## src/rtl/uart_cmd_streamer_pkg.sv

```systemverilog
// Shared types and constants for the UART command-string streamer.
package uart_cmd_pkg;

  typedef enum logic [2:0] {IDLE, LOOKUP, FETCH, WAIT, GAP} state_t;

  // Bit periods in clock cycles for a 50 MHz system clock
  localparam int unsigned CLK_HZ  = 50_000_000;
  localparam int unsigned B115200 = CLK_HZ / 115_200;
  localparam int unsigned B57600  = CLK_HZ / 57_600;
  localparam int unsigned B38400  = CLK_HZ / 38_400;
  localparam int unsigned B19200  = CLK_HZ / 19_200;
  localparam int unsigned B9600   = CLK_HZ / 9_600;
  localparam int unsigned B4800   = CLK_HZ / 4_800;
  localparam int unsigned B2400   = CLK_HZ / 2_400;
  localparam int unsigned B1200   = CLK_HZ / 1_200;
  localparam int unsigned B600    = CLK_HZ / 600;
  localparam int unsigned B300    = CLK_HZ / 300;

  localparam logic [7:0] TERM_DEFAULT = 8'h0A;

endpackage

```

## src/rtl/uart_cmd_streamer_if.sv

```systemverilog
// Request side (index queue) and uart_tx side of the command streamer.
interface uart_cmd_streamer_if #(
  parameter int unsigned IDX_W  = 4,
  parameter int unsigned DATA_W = 8
) ();

  logic [IDX_W-1:0]  cmd_idx;
  logic              cmd_valid;
  logic              cmd_ready;
  logic [DATA_W-1:0] tx_data;
  logic              tx_start;
  logic              tx_ready;
  logic              busy;
  logic              done;
  logic              err;

  modport master (
    output cmd_idx, cmd_valid, tx_ready,
    input  cmd_ready, tx_data, tx_start, busy, done, err
  );

  modport slave (
    input  cmd_idx, cmd_valid, tx_ready,
    output cmd_ready, tx_data, tx_start, busy, done, err
  );

endinterface

```

## src/rtl/uart_cmd_streamer_fifo.sv

```systemverilog
// Small synchronous show-ahead FIFO for queued command indices (DEPTH power of 2).
module cmd_fifo #(
  parameter int unsigned DATA_W = 4,
  parameter int unsigned DEPTH  = 4
) (
  input  logic                       clk,
  input  logic                       rst,
  input  logic                       push,
  input  logic                       pop,
  input  logic [DATA_W-1:0]          wdata,
  output logic [DATA_W-1:0]          rdata,
  output logic                       empty,
  output logic [$clog2(DEPTH+1)-1:0] count_nxt_c
);

  localparam int unsigned AW = (DEPTH > 1) ? $clog2(DEPTH) : 1;
  localparam int unsigned CW = $clog2(DEPTH + 1);

  logic [DATA_W-1:0] mem [DEPTH];
  logic [AW-1:0]     wr_ptr, rd_ptr;
  logic [CW-1:0]     count;
  logic              full, do_push, do_pop;

  always_comb begin
    do_push     = push && !full;
    do_pop      = pop && !empty;
    count_nxt_c = count + CW'(do_push) - CW'(do_pop);
  end

  assign rdata = mem[rd_ptr];

  always_ff @(posedge clk or posedge rst) begin
    if (rst) begin
      wr_ptr <= '0;
      rd_ptr <= '0;
      count  <= '0;
      full   <= 1'b0;
      empty  <= 1'b1;
    end else begin
      count <= count_nxt_c;
      full  <= (count_nxt_c == CW'(DEPTH));
      empty <= (count_nxt_c == '0);
      if (do_push) wr_ptr <= wr_ptr + AW'(1);
      if (do_pop)  rd_ptr <= rd_ptr + AW'(1);
    end
  end

  // Storage needs no reset; occupancy is tracked by count
  always_ff @(posedge clk) begin
    if (do_push) mem[wr_ptr] <= wdata;
  end

endmodule

```

## src/rtl/uart_cmd_streamer.sv

```systemverilog
// Queued command-string transmitter: index -> address ROM -> byte ROM -> uart_tx,
// terminated by TERM or a length guard, followed by an inter-command gap.
module uart_cmd_streamer
  import uart_cmd_pkg::*;
#(
  parameter int unsigned                          N_CMDS       = 16,
  parameter int unsigned                          ROM_DEPTH    = 128,
  parameter int unsigned                          DATA_W       = 8,
  parameter logic [DATA_W-1:0]                    TERM         = DATA_W'(TERM_DEFAULT),
  parameter int unsigned                          MAX_LEN      = 64,
  parameter int unsigned                          GAP_CYCLES   = 200_000_000,
  parameter int unsigned                          FIFO_DEPTH   = 4,
  parameter logic [ROM_DEPTH*DATA_W-1:0]          CMD_ROM_INIT = '0,
  parameter logic [N_CMDS*$clog2(ROM_DEPTH)-1:0]  ADR_ROM_INIT = '0
) (
  input  logic               clk,
  input  logic               rst,
  uart_cmd_streamer_if.slave bus
);

  localparam int unsigned IDX_W = $clog2(N_CMDS);
  localparam int unsigned PTR_W = $clog2(ROM_DEPTH);
  localparam int unsigned LEN_W = $clog2(MAX_LEN + 1);
  localparam int unsigned TMR_W = (GAP_CYCLES == 0) ? 1 : $clog2(GAP_CYCLES + 1);
  localparam int unsigned CNT_W = $clog2(FIFO_DEPTH + 1);

  state_t              state, state_d;
  logic [PTR_W-1:0]    ptr, ptr_d, adr_ptr;
  logic [LEN_W-1:0]    len, len_d;
  logic [TMR_W-1:0]    tmr, tmr_d;
  logic [DATA_W-1:0]   cur_byte, cur_byte_d, rom_byte;
  logic                seen_low, seen_low_d;
  logic [DATA_W-1:0]   tx_data_q, tx_data_d;
  logic                tx_start_q, tx_start_d;
  logic                busy_q, busy_d, done_q, done_d, err_q, err_d;
  logic                cmd_ready_q, cmd_ready_d;
  logic                str_end, idx_ok;
  logic                fifo_push, fifo_pop, fifo_empty;
  logic [IDX_W-1:0]    fifo_rdata;
  logic [CNT_W-1:0]    fifo_cnt_nxt;

  assign fifo_push = bus.cmd_valid && cmd_ready_q;

  cmd_fifo #(.DATA_W(IDX_W), .DEPTH(FIFO_DEPTH)) u_fifo (
    .clk         (clk),
    .rst         (rst),
    .push        (fifo_push),
    .pop         (fifo_pop),
    .wdata       (bus.cmd_idx),
    .rdata       (fifo_rdata),
    .empty       (fifo_empty),
    .count_nxt_c (fifo_cnt_nxt)
  );

  // ROM lookups; out-of-range indices are steered to slot 0 and rejected by the FSM
  always_comb begin
    idx_ok   = (32'(fifo_rdata) < N_CMDS);
    adr_ptr  = ADR_ROM_INIT[(idx_ok ? 32'(fifo_rdata) : 32'd0) * PTR_W +: PTR_W];
    rom_byte = CMD_ROM_INIT[32'(ptr) * DATA_W +: DATA_W];
  end

  always_comb begin
    state_d    = state;
    ptr_d      = ptr;
    len_d      = len;
    tmr_d      = tmr;
    cur_byte_d = cur_byte;
    seen_low_d = seen_low;
    tx_data_d  = tx_data_q;
    tx_start_d = 1'b0;
    done_d     = 1'b0;
    err_d      = 1'b0;
    fifo_pop   = 1'b0;
    str_end    = 1'b0;
    unique case (state)
      IDLE: begin
        if (!fifo_empty) begin
          fifo_pop = 1'b1;
          if (!idx_ok) begin
            err_d = 1'b1;
          end else begin
            ptr_d   = adr_ptr;
            len_d   = '0;
            state_d = LOOKUP;
          end
        end
      end
      LOOKUP: begin
        cur_byte_d = rom_byte;
        state_d    = FETCH;
      end
      FETCH: begin
        if (bus.tx_ready) begin
          tx_data_d  = cur_byte;
          tx_start_d = 1'b1;
          seen_low_d = 1'b0;
          state_d    = WAIT;
        end
      end
      WAIT: begin
        // The byte is only finished once uart_tx has gone busy and come back
        if (!seen_low) begin
          if (!bus.tx_ready) seen_low_d = 1'b1;
        end else if (bus.tx_ready) begin
          if (cur_byte == TERM) begin
            str_end = 1'b1;
          end else if (len == LEN_W'(MAX_LEN - 1)) begin
            err_d   = 1'b1;
            str_end = 1'b1;
          end else begin
            ptr_d   = (ptr == PTR_W'(ROM_DEPTH - 1)) ? '0 : ptr + PTR_W'(1);
            len_d   = len + LEN_W'(1);
            state_d = LOOKUP;
          end
          if (str_end) begin
            if (GAP_CYCLES == 0) begin
              done_d  = 1'b1;
              state_d = IDLE;
            end else begin
              tmr_d   = TMR_W'(GAP_CYCLES - 1);
              state_d = GAP;
            end
          end
        end
      end
      GAP: begin
        if (tmr == '0) begin
          done_d  = 1'b1;
          state_d = IDLE;
        end else begin
          tmr_d = tmr - TMR_W'(1);
        end
      end
      default: state_d = IDLE;
    endcase
    busy_d      = (state_d != IDLE) || (fifo_cnt_nxt != '0);
    cmd_ready_d = (fifo_cnt_nxt != CNT_W'(FIFO_DEPTH));
  end

  always_ff @(posedge clk or posedge rst) begin
    if (rst) begin
      state       <= IDLE;
      ptr         <= '0;
      len         <= '0;
      tmr         <= '0;
      cur_byte    <= '0;
      seen_low    <= 1'b0;
      tx_data_q   <= '0;
      tx_start_q  <= 1'b0;
      busy_q      <= 1'b0;
      done_q      <= 1'b0;
      err_q       <= 1'b0;
      cmd_ready_q <= 1'b1;
    end else begin
      state       <= state_d;
      ptr         <= ptr_d;
      len         <= len_d;
      tmr         <= tmr_d;
      cur_byte    <= cur_byte_d;
      seen_low    <= seen_low_d;
      tx_data_q   <= tx_data_d;
      tx_start_q  <= tx_start_d;
      busy_q      <= busy_d;
      done_q      <= done_d;
      err_q       <= err_d;
      cmd_ready_q <= cmd_ready_d;
    end
  end

  assign bus.cmd_ready = cmd_ready_q;
  assign bus.tx_data   = tx_data_q;
  assign bus.tx_start  = tx_start_q;
  assign bus.busy      = busy_q;
  assign bus.done      = done_q;
  assign bus.err       = err_q;

endmodule

```

## src/flat_wrapper.sv

```systemverilog
// flat-port wrapper written by rule: the top's interface ports become plain ports
module uart_cmd_streamer_flat import uart_cmd_pkg::*;
#(
  parameter int unsigned                          N_CMDS       = 16,
  parameter int unsigned                          ROM_DEPTH    = 128,
  parameter int unsigned                          DATA_W       = 8,
  parameter logic [DATA_W-1:0]                    TERM         = DATA_W'(TERM_DEFAULT),
  parameter int unsigned                          MAX_LEN      = 64,
  parameter int unsigned                          GAP_CYCLES   = 200_000_000,
  parameter int unsigned                          FIFO_DEPTH   = 4,
  parameter logic [ROM_DEPTH*DATA_W-1:0]          CMD_ROM_INIT = '0,
  parameter logic [N_CMDS*$clog2(ROM_DEPTH)-1:0]  ADR_ROM_INIT = '0
)
  (clk, rst, bus_cmd_idx, bus_cmd_valid, bus_tx_ready, bus_cmd_ready, bus_tx_data, bus_tx_start, bus_busy, bus_done, bus_err);
  uart_cmd_streamer_if #(.IDX_W(4), .DATA_W(DATA_W)) bus_i ();
  input  logic clk;
  input  logic rst;
  input wire logic [$bits(bus_i.cmd_idx)-1:0] bus_cmd_idx;
  input wire logic [$bits(bus_i.cmd_valid)-1:0] bus_cmd_valid;
  input wire logic [$bits(bus_i.tx_ready)-1:0] bus_tx_ready;
  output wire logic [$bits(bus_i.cmd_ready)-1:0] bus_cmd_ready;
  output wire logic [$bits(bus_i.tx_data)-1:0] bus_tx_data;
  output wire logic [$bits(bus_i.tx_start)-1:0] bus_tx_start;
  output wire logic [$bits(bus_i.busy)-1:0] bus_busy;
  output wire logic [$bits(bus_i.done)-1:0] bus_done;
  output wire logic [$bits(bus_i.err)-1:0] bus_err;
  assign bus_i.cmd_idx = bus_cmd_idx;
  assign bus_i.cmd_valid = bus_cmd_valid;
  assign bus_i.tx_ready = bus_tx_ready;
  assign bus_cmd_ready = bus_i.cmd_ready;
  assign bus_tx_data = bus_i.tx_data;
  assign bus_tx_start = bus_i.tx_start;
  assign bus_busy = bus_i.busy;
  assign bus_done = bus_i.done;
  assign bus_err = bus_i.err;
  uart_cmd_streamer #(.N_CMDS(N_CMDS), .ROM_DEPTH(ROM_DEPTH), .DATA_W(DATA_W), .TERM(TERM), .MAX_LEN(MAX_LEN), .GAP_CYCLES(GAP_CYCLES), .FIFO_DEPTH(FIFO_DEPTH), .CMD_ROM_INIT(CMD_ROM_INIT), .ADR_ROM_INIT(ADR_ROM_INIT)) u_core (.clk(clk), .rst(rst), .bus(bus_i));
endmodule
```

## config.mk

```make
export PLATFORM = sky130hd
export DESIGN_NAME = uart_cmd_streamer_flat
export DESIGN_NICKNAME = d
export VERILOG_FILES = /design/src/rtl/uart_cmd_streamer_pkg.sv /design/src/rtl/uart_cmd_streamer_if.sv /design/src/rtl/uart_cmd_streamer_fifo.sv /design/src/rtl/uart_cmd_streamer.sv /design/src/flat_wrapper.sv
export SDC_FILE = /design/constraint.sdc
export NUM_CORES = 1
export LEC_CHECK = 0
export CORE_MARGIN = 4
export CORE_UTILIZATION = 60
export CTS_BUF_LIST = sky130_fd_sc_hd__clkbuf_8
export CTS_CLUSTER_DIAMETER = 120
export DETAILED_ROUTE_END_ITERATION = 8
export PLACE_DENSITY = 0.8
export SYNTH_ARGS = -nofsm -noshare
export SYNTH_HDL_FRONTEND = slang
export SYNTH_HIERARCHICAL = 1
export SYNTH_SLANG_ARGS = --single-unit
```

## constraint.sdc

```tcl
create_clock -name clk -period 5.39 [get_ports clk]
set_input_delay 1.078 -clock clk [delete_from_list [all_inputs] [get_ports clk]]
set_output_delay 1.078 -clock clk [all_outputs]
set_load 0.1 [all_outputs]
```

==> metrics.txt <==
Max rail drop VDD 0.000228 V; Peak Freq 0.305 GHz; Layout fillers 329; CP bufs+invs 4; full die area 0.00557 mm²; P per Cell Area 337 mW/mm²; Routed Antenna Nets 0; DR DRC count 0; CP startpoint kind input pin; synth warn 6; Initial Util 64.2%; CP required 5.58 ns; Fin. Hold Viols 0; # H-tree levels 2; Num CTS Buffers 5; CTS tree built; Clk Latency, worst-skew pair 0.31 ns; Multi-input gate area 0.00133 mm²; CORE AREA 0.00414 mm²; max cap viols 0; pin count of the biggest net entering global routing 45; initial antenna violation count 0; CP Max Fanout 5; Worst Setup Path Type in2reg; GR Overflow Total 0; share of layout cells above drive strength 1 12.4%; wire per inst 15.0 µm; Leak Pwr 1.14 nW; CP top delay family adder cells; routability cong. 0.839; nets 279; Final Max Slew Viols 0; port bufs 8; CTS root buf clkbuf_8; First-pass DRT Iterations 4; critical path capture point type flip-flop; crit path time final 3.27 ns; CP Cell Sequence clkdlybuf4s50_1 -> and2_1 -> nor2b_2 -> inv_1 -> ha_1 -> inv_1 -> ha_1 -> inv_1 -> fa_1 -> xor3_2 -> nor4_1 -> nand3b_1; Ports 21; final hold slack 0.478 ns; Syn Area/Cell 10.4 µm²; Mapped Cells 255; die height 74.6 µm; hold buffers post-CTS 0; sequential standard cell area 0.00123 mm²; Placement Rows 23; Syn Std Cell Area 0.00266 mm²; Reg clk slew, reported paths 0.09 ns; worst hold-check path type reg2reg; final worst-path cycle share 60.8%; outcome finished, final reports clean; clk_skew 0.00395 ns; Die W 74.6 µm; WL final 4760 µm; final setup fails 0; Max-slew headroom 34.9%; via/cell ratio 5.97; Post-Route Setup TNS 0 ns; worst slew pin tran 0.973 ns; Critical Path AT 3.46 ns; vias in the first global route 1670; post-CTS setup buffers 0; Largest stage delay, worst path 0.44 ns; clock sinks 49; Clock Tree Buf Depth 2; ANT cells 0; DRT iter0 DRCs 118; routed via count 1893; RSZ-0062 raised after global routing false; Resized Gates After CTS 0; GRT Util Overall 19.3%; crit-path most repeated cell inv_1; first-pass GRT wire length 8260 µm; Layout area overhead 7.15%; CP max stage cell clkdlybuf4s50_1; hpwl dp 3270 µm
## area by class of cell
cell class	instances	area share [%]
timing repair buffer	10	3.33
clock inverter	2	0.483
sequential	49	43.1
multi-input combinational	189	46.6
inverter	11	1.45
tap	50	2.19
clock buffer	6	2.90
## layout by cell type (no fill, tap or decap), types with 6 or more instances in the layout
cell type / count
a31oi_1: 7
clkbuf_8: 6
clkdlybuf4s50_1: 8
conb_1: 8
dfrtp_1: 47
inv_1: 9
mux2i_1: 8
nand2_1: 16
nor2_1: 25
nor3_1: 18
o21ai_0: 12
or4_1: 6
xnor2_1: 12
## flip-flops by register name, indices dropped and copies added, names as in the netlist
| register | cells |
|---|---|
| u_core/bus.busy | 1 |
| u_core/bus.done | 1 |
| u_core/len | 7 |
| u_core/tmr | 28 |
| u_core/u_fifo/empty | 1 |
| u_core/seen_low | 1 |
| u_core/bus.tx_start | 1 |
| u_core/bus.err | 1 |
| u_core/u_fifo/count | 3 |
| u_core/bus.cmd_ready | 1 |
| u_core/u_fifo/full | 1 |
| u_core/state | 3 |
## report_power, final
| part | internal, mW | switching [mW] | total [mW] |
|---|---|---|---|
| Sequential | 0.417 | 0.0359 | 0.453 |
| Clock | 0.104 | 0.125 | 0.230 |
| Combinational | 0.0986 | 0.179 | 0.278 |
## worst paths after layout
check / endpoint / slack [ns] / depth (start not counted) / start
min in group asynchronous: u_core/u_fifo/count[1]$_DFF_PP0_ / 0.99 / 2 / rst
hold reg to reg: u_core/tmr[25]$_DFFE_PP0P_ / 0.48 / 1 / u_core/tmr[25]$_DFFE_PP0P_
setup reg to reg: u_core/bus.busy$_DFF_PP0_ / 2.19 / 11 / u_core/state[1]$_DFF_PP0_
max in group asynchronous: u_core/tmr[24]$_DFFE_PP0P_ / 3.79 / 3 / rst
hold / removal: u_core/tmr[25]$_DFFE_PP0P_ / 0.48 / 1 / u_core/tmr[25]$_DFFE_PP0P_
setup / recovery: u_core/bus.busy$_DFF_PP0_ / 2.12 / 12 / bus_cmd_valid
## routing by layer
metal | routed length, µm | track usage, %
met2 | 2060 | 27.3
met3 | 196 | 5.00
met5 | 0 | 0
met4 | 56 | 5.93
met1 | 2440 | 29.1
## through the flow
stage          power (mW)  util (%)  worst slack [ns]  instances  cell area (µm²)
6_report            0.961      68.8              2.12        317             2850
5_1_grt              1.02      68.8              2.00        317             2850
4_1_cts             0.968      68.8              2.08        317             2850
3_5_place_dp        0.741      66.5              1.75        309             2760
3_3_place_gp        0.731      66.5              1.84        309             2760
2_1_floorplan       0.688         -              2.38        262             2690
Power figures use the tool's default switching activity.
